===== src/rtl/shift_wb_buffer.sv =====
// Writeback buffer that sits after the immediate shifter. It holds shift results together
// with their destination index and zero/negative/carry flags, and uses valid/ready on both sides.
module shift_wb_buffer #(
    parameter int WIDTH  = 16,
    parameter int ADDR_W = 3,
    parameter int DEPTH  = 2
) (
    input  logic                      clk,
    input  logic                      rst_n,
    input  logic                      in_valid,
    output logic                      in_ready,
    input  logic [ADDR_W-1:0]         in_dest,
    input  logic [WIDTH-1:0]          in_operand,
    input  logic [WIDTH-1:0]          in_result,
    input  logic [4:0]                in_immediate,
    output logic                      out_valid,
    input  logic                      out_ready,
    output logic [ADDR_W-1:0]         out_dest,
    output logic [WIDTH-1:0]          out_result,
    output logic                      out_zero,
    output logic                      out_negative,
    output logic                      out_carry,
    output logic [$clog2(DEPTH):0]    count
);

    localparam int PW = $clog2(DEPTH);
    localparam int CW = PW + 1;
    localparam logic [CW-1:0] FULL = CW'(DEPTH);

    logic [PW-1:0]     wr_ptr;
    logic [PW-1:0]     rd_ptr;
    logic [ADDR_W-1:0] mem_dest   [DEPTH];
    logic [WIDTH-1:0]  mem_result [DEPTH];
    logic [2:0]        mem_flags  [DEPTH];

    logic push;
    logic pop;
    logic carry_in;
    int   imm_k;

    assign in_ready  = (count != FULL);
    assign out_valid = (count != '0);
    assign push      = in_valid & in_ready;
    assign pop       = out_valid & out_ready;

    assign imm_k = int'($signed(in_immediate));

    // Carry is the last bit to leave the operand: bit WIDTH-k on a left shift, bit m-1 on a right shift by m.
    always_comb begin
        carry_in = 1'b0;
        for (int i = 0; i < WIDTH; i++) begin
            if ((imm_k > 0) && (i == WIDTH - imm_k))
                carry_in = in_operand[i];
            if ((imm_k < 0) && (i == -imm_k - 1))
                carry_in = in_operand[i];
        end
    end

    always_ff @(posedge clk) begin
        if (push) begin
            mem_dest[wr_ptr]   <= in_dest;
            mem_result[wr_ptr] <= in_result;
            mem_flags[wr_ptr]  <= {(in_result == '0), in_result[WIDTH-1], carry_in};
        end
    end

    always_ff @(posedge clk or negedge rst_n) begin
        if (!rst_n) begin
            wr_ptr <= '0;
            rd_ptr <= '0;
            count  <= '0;
        end else begin
            if (push)
                wr_ptr <= wr_ptr + 1'b1;
            if (pop)
                rd_ptr <= rd_ptr + 1'b1;
            case ({push, pop})
                2'b10:   count <= count + 1'b1;
                2'b01:   count <= count - 1'b1;
                default: count <= count;
            endcase
        end
    end

    // Gate the head with out_valid so an empty buffer presents zeros instead of stale storage.
    assign out_dest     = out_valid ? mem_dest[rd_ptr]   : '0;
    assign out_result   = out_valid ? mem_result[rd_ptr] : '0;
    assign out_zero     = out_valid & mem_flags[rd_ptr][2];
    assign out_negative = out_valid & mem_flags[rd_ptr][1];
    assign out_carry    = out_valid & mem_flags[rd_ptr][0];

endmodule


===== config.mk =====
export PLATFORM = sky130hd
export DESIGN_NAME = shift_wb_buffer
export DESIGN_NICKNAME = d
export VERILOG_FILES = /design/src/rtl/shift_wb_buffer.sv
export SDC_FILE = /design/constraint.sdc
export NUM_CORES = 1
export LEC_CHECK = 0
export CAP_MARGIN = 0
export CELL_PAD_IN_SITES_DETAIL_PLACEMENT = 0
export CELL_PAD_IN_SITES_GLOBAL_PLACEMENT = 1
export CORE_ASPECT_RATIO = 1.5
export CORE_MARGIN = 2
export CORE_UTILIZATION = 37
export DETAILED_ROUTE_END_ITERATION = 16
export GPL_TIMING_DRIVEN = 0
export PLACE_DENSITY = 0.78
export SLEW_MARGIN = 20
export SYNTH_ARGS = -nofsm -noshare
export SYNTH_HDL_FRONTEND = slang
export SYNTH_SLANG_ARGS = --single-unit

===== constraint.sdc =====
create_clock -name clk -period 2.2 [get_ports clk]
set_input_delay 0.55 -clock clk [delete_from_list [all_inputs] [get_ports clk]]
set_output_delay 0.55 -clock clk [all_outputs]
set_load 0.005 [all_outputs]

==> results.txt <==
met1 layer usage reported by global route: 17.4%
P per Cell Area: 974 mW/mm²
Yosys warning count: 0
sequence of cells on the critical path: buf_12 > or4_4 > ha_4 > nand3b_1 > a21oi_1 > and3b_2 > nor4_4 > o22a_1 > o211ai_2
post-synthesis sequential element count: 46
count of input and output buffers: 68
floorplan core area: 0.00649 mm²
Detail Route Antenna Nets: 0
Setup crit end: mem_flags[0][0]$_DFFE_PP_
status: finished, violations left
count of pins on the block boundary: 70
Final GP Congestion: 0.945
post-CTS clock slew at the launch and capture registers of the worst setup and hold paths: 0.08 ns
startpoint of the worst register-to-register path: count[1]$_DFFE_PN0P_
met2 track utilization from global routing: 35.6%
fraction of layout cells with a size suffix above 1: 16.7%
remaining design rule violation count: 0
launching element of the worst setup path: in_immediate[3]
first drt pass iteration count: 4
depth of the worst register-to-register path: 3
number of global-route vias before repair: 2,100
row cnt: 36
hold violation count in the final report: 0
chip height: 104 µm
clock network fraction of total power: 17.0%
final antenna diode count: 0
number of CTS-inserted buffers: 5
Worst R2R Setup Slack: 0.30 ns
NumNets Final: 345
count of hold buffers inserted by post-cts repair: 0
top cell family by delay on the critical path: simple AND/OR/NAND/NOR gates
maximum fanout along the worst path: 5
sequential fraction of design power: 37.2%
Die W: 70.6 µm
total global-route track usage: 17.8%
count of flip-flops with a built-in enable after synthesis: 42
DP Wirelength: 4.63 mm
first-pass GRT wire length: 10.2 mm
detailed-route wire length per cell: 16.6 µm
pin count of the biggest net entering global routing: 22
number of H-tree levels: 2
Net Switching: 0.00106 W
Logic pwr share: 45.7%
Final setup viols: 2
antenna violations before repair: 0
switching share of total power: 30.6%
Leak Pwr: 1.41 nW
maximum cell stage delay along the critical path: 0.55 ns
number of buffer and inverter instances along the worst setup path: 1
most crowded layer after global routing: met2
DP Cell Count: 357
relative area change from synthesis to final layout: 44.7%
Pins Over Slew Limit: 0
reg-to-reg critical path endpoint: mem_dest[1][2]$_DFFE_PP_
Min-Delay Path Class: input pin to asynchronous set/reset pin
starting density of the core: 37.9%
Cell variety after synth: 44
Net Count, Synth: 259
share of synthesized area occupied by flip-flops and latches: 55.3%
cell taking the most area after synthesis: sky130_fd_sc_hd__edfxtp_1
Netlist Area Pre-Place: 0.00246 mm²
normalized max-slew margin: 33.5%
count of maximum capacitance violations: 0
area share of the leading cell type in the synthesized netlist: 51.3%
number of logic stages on the critical path including buffering: 9
data arrival time of the worst path: 2.62 ns
placement-stage worst setup slack: -1.33 ns
cell with the most instances after synthesis: sky130_fd_sc_hd__edfxtp_1
final setup slack of the worst path: -0.386 ns
Die Outline Area: 0.00733 mm²
via-per-instance ratio: 5.35
Mapped Cells: 212
RSZ-0062 raised after global routing: true
prevailing post-synth register cell: sky130_fd_sc_hd__edfxtp_1
Crit-path slowest cell: sky130_fd_sc_hd__or4_4
maximum vdd ir drop: 0.371 mV
crit path kind: input pin to flip-flop
top post-synthesis cells by count: 42 x sky130_fd_sc_hd__edfxtp_1, 27 x sky130_fd_sc_hd__nor2_1, 24 x sky130_fd_sc_hd__mux2i_1, 10 x sky130_fd_sc_hd__a21oi_1, 9 x sky130_fd_sc_hd__nand2_1
CP startpoint kind: input pin
maximum clock skew at final layout: 0.0105 ns
Tcrit/Tclk final: 118%
clk sinks: 46
highest achievable clock rate: 0.387 GHz
cell types with the largest area share after synthesis: sky130_fd_sc_hd__edfxtp_1 51%, sky130_fd_sc_hd__mux2i_1 9.8%, sky130_fd_sc_hd__nor2_1 4.1%, sky130_fd_sc_hd__dfrtp_1 4.1%, sky130_fd_sc_hd__a21oi_1 2.0%
Post-Route Hold Slack: 0.446 ns
number of vias in the routed layout: 2,006
failing checks: setup timing
clock root cell: sky130_fd_sc_hd__clkbuf_8
Longest Clk Path Bufs: 2
final critical-path required period: 2.59 ns
total length of routed wires: 6.24 mm
initial detailed-routing violation count: 124
worst slew pin tran: 0.998 ns
met3 routing resource usage after global routing: 2.13%
Worst EP required: 2.23 ns
source-to-sink clock delay at the later pin of the worst-skew pair: 0.30 ns
internal power of the cells: 0.00240 W
nature of the critical path endpoint: flip-flop
share of the core filled with cells: 54.9%
count of placed standard cells in the final layout, fillers left out: 375
Async S/R FF share, synth: 8.70%
Mean Syn Cell Area: 11.6 µm²
residual overflow from global routing: 0
TritonCTS clock tree: done
[through the flow]
stage / TNS, ns / cell area, µm² / total power [W]
5_1_grt: -0.918 / 3560 / 0.00368
3_5_place_dp: -9.68 / 3280 / 0.00287
6_report: -0.771 / 3560 / 0.00347
3_3_place_gp: -24.63 / 3260 / 0.00283
2_1_floorplan: -0.722 / 2480 / 0.00203
4_1_cts: -0.737 / 3540 / 0.00349
[cell usage in the layout, fill, tap and decap left out, types with 5 or more instances in the layout]
| cell type | synthesis | final |
|---|---|---|
| sky130_fd_sc_hd__nor2_1 | 27 | 25 |
| sky130_fd_sc_hd__dlygate4sd2_1 | 0 | 22 |
| sky130_fd_sc_hd__inv_1 | 5 | 5 |
| sky130_fd_sc_hd__mux2i_1 | 24 | 24 |
| sky130_fd_sc_hd__nand3_1 | 6 | 6 |
| sky130_fd_sc_hd__edfxtp_1 | 42 | 42 |
| sky130_fd_sc_hd__a21oi_1 | 10 | 10 |
| sky130_fd_sc_hd__nand2b_1 | 6 | 6 |
| sky130_fd_sc_hd__buf_4 | 1 | 14 |
| sky130_fd_sc_hd__clkbuf_8 | 0 | 7 |
| sky130_fd_sc_hd__clkdlybuf4s50_1 | 0 | 42 |
| sky130_fd_sc_hd__nand2_1 | 9 | 9 |
[final cells by class]
class / count / area (µm²)
buffer: 15 / 131
clock buffer: 7 / 76.3
clock inverter: 1 / 30.0
fill: 601 / 2930
inverter: 5 / 18.8
multi-input combinational: 145 / 1090
sequential: 46 / 1360
tap: 76 / 95.1
timing repair buffer: 80 / 752
[routing by layer]
layer | share of wire, % | routed length [µm] | vias up
met3 | 4.2 | 261 | 13
met5 | 0 | 0 | -
met4 | 2.9 | 182 | 0
li1 | - | - | 966
met2 | 58 | 3630 | 71
met1 | 35 | 2160 | 956
[how the worst min path moves through the flow]
stage | cells past startpoint | end | start
final | 1 | wr_ptr$_DFFE_PN0P_ | rst_n
after global routing | 1 | wr_ptr$_DFFE_PN0P_ | rst_n
after CTS | 1 | wr_ptr$_DFFE_PN0P_ | rst_n
after detailed placement | 1 | wr_ptr$_DFFE_PN0P_ | wr_ptr$_DFFE_PN0P_
after global placement | 1 | wr_ptr$_DFFE_PN0P_ | wr_ptr$_DFFE_PN0P_
after floorplan | 0 | count[0]$_DFFE_PN0P_ | rst_n
[power groups by stage]
stage	clock network (W)	logic (W)	registers, W
after global routing	0.000638	0.00173	0.00131
final	0.000590	0.00159	0.00129
after detailed placement	0	0.00156	0.00131
after global placement	0	0.00153	0.00130
after CTS	0.000606	0.00160	0.00129
after floorplan	0	0.000741	0.00129
[timing repair]
| item | CTS | global route |
|---|---|---|
| gates cloned | 1 | 0 |
| gates resized for setup | 68 | 8 |
| pin swaps | 9 | 3 |
| endpoints found under the hold margin | 0 | 0 |
| setup buffers | 10 | 0 |
| endpoints found under the setup margin | 23 | 3 |
[worst reg2reg max path: stages, from the launching register on]
cell and delay (ns):
sky130_fd_sc_hd__dfrtp_2 0.43, sky130_fd_sc_hd__buf_4 0.15, sky130_fd_sc_hd__nand2b_1 0.09, sky130_fd_sc_hd__and3_1 0.83
[sequential cells by signal, summed over array words and instances (netlist names)]
name,count
rd_ptr,1
mem_flags,6
wr_ptr,1
count,2
mem_result,30
mem_dest,6
[kinds of logic (layout without fill, tap and decap cells)]
kind of cell               count (synthesis)  count (layout)  share of synthesized area (%)
buffers and inverters                     21             108                           3.81
AOI/OAI and AO/OA                         40              40                           12.0
adders and majority gates                  3               3                           1.53
xor gates and xnor gates                   5               5                           1.78
and+or+nand+nor                           73              73                           15.8
muxes                                     24              24                           9.77
DFF                                       46              46                           55.3
Power figures use the tool's default switching activity.
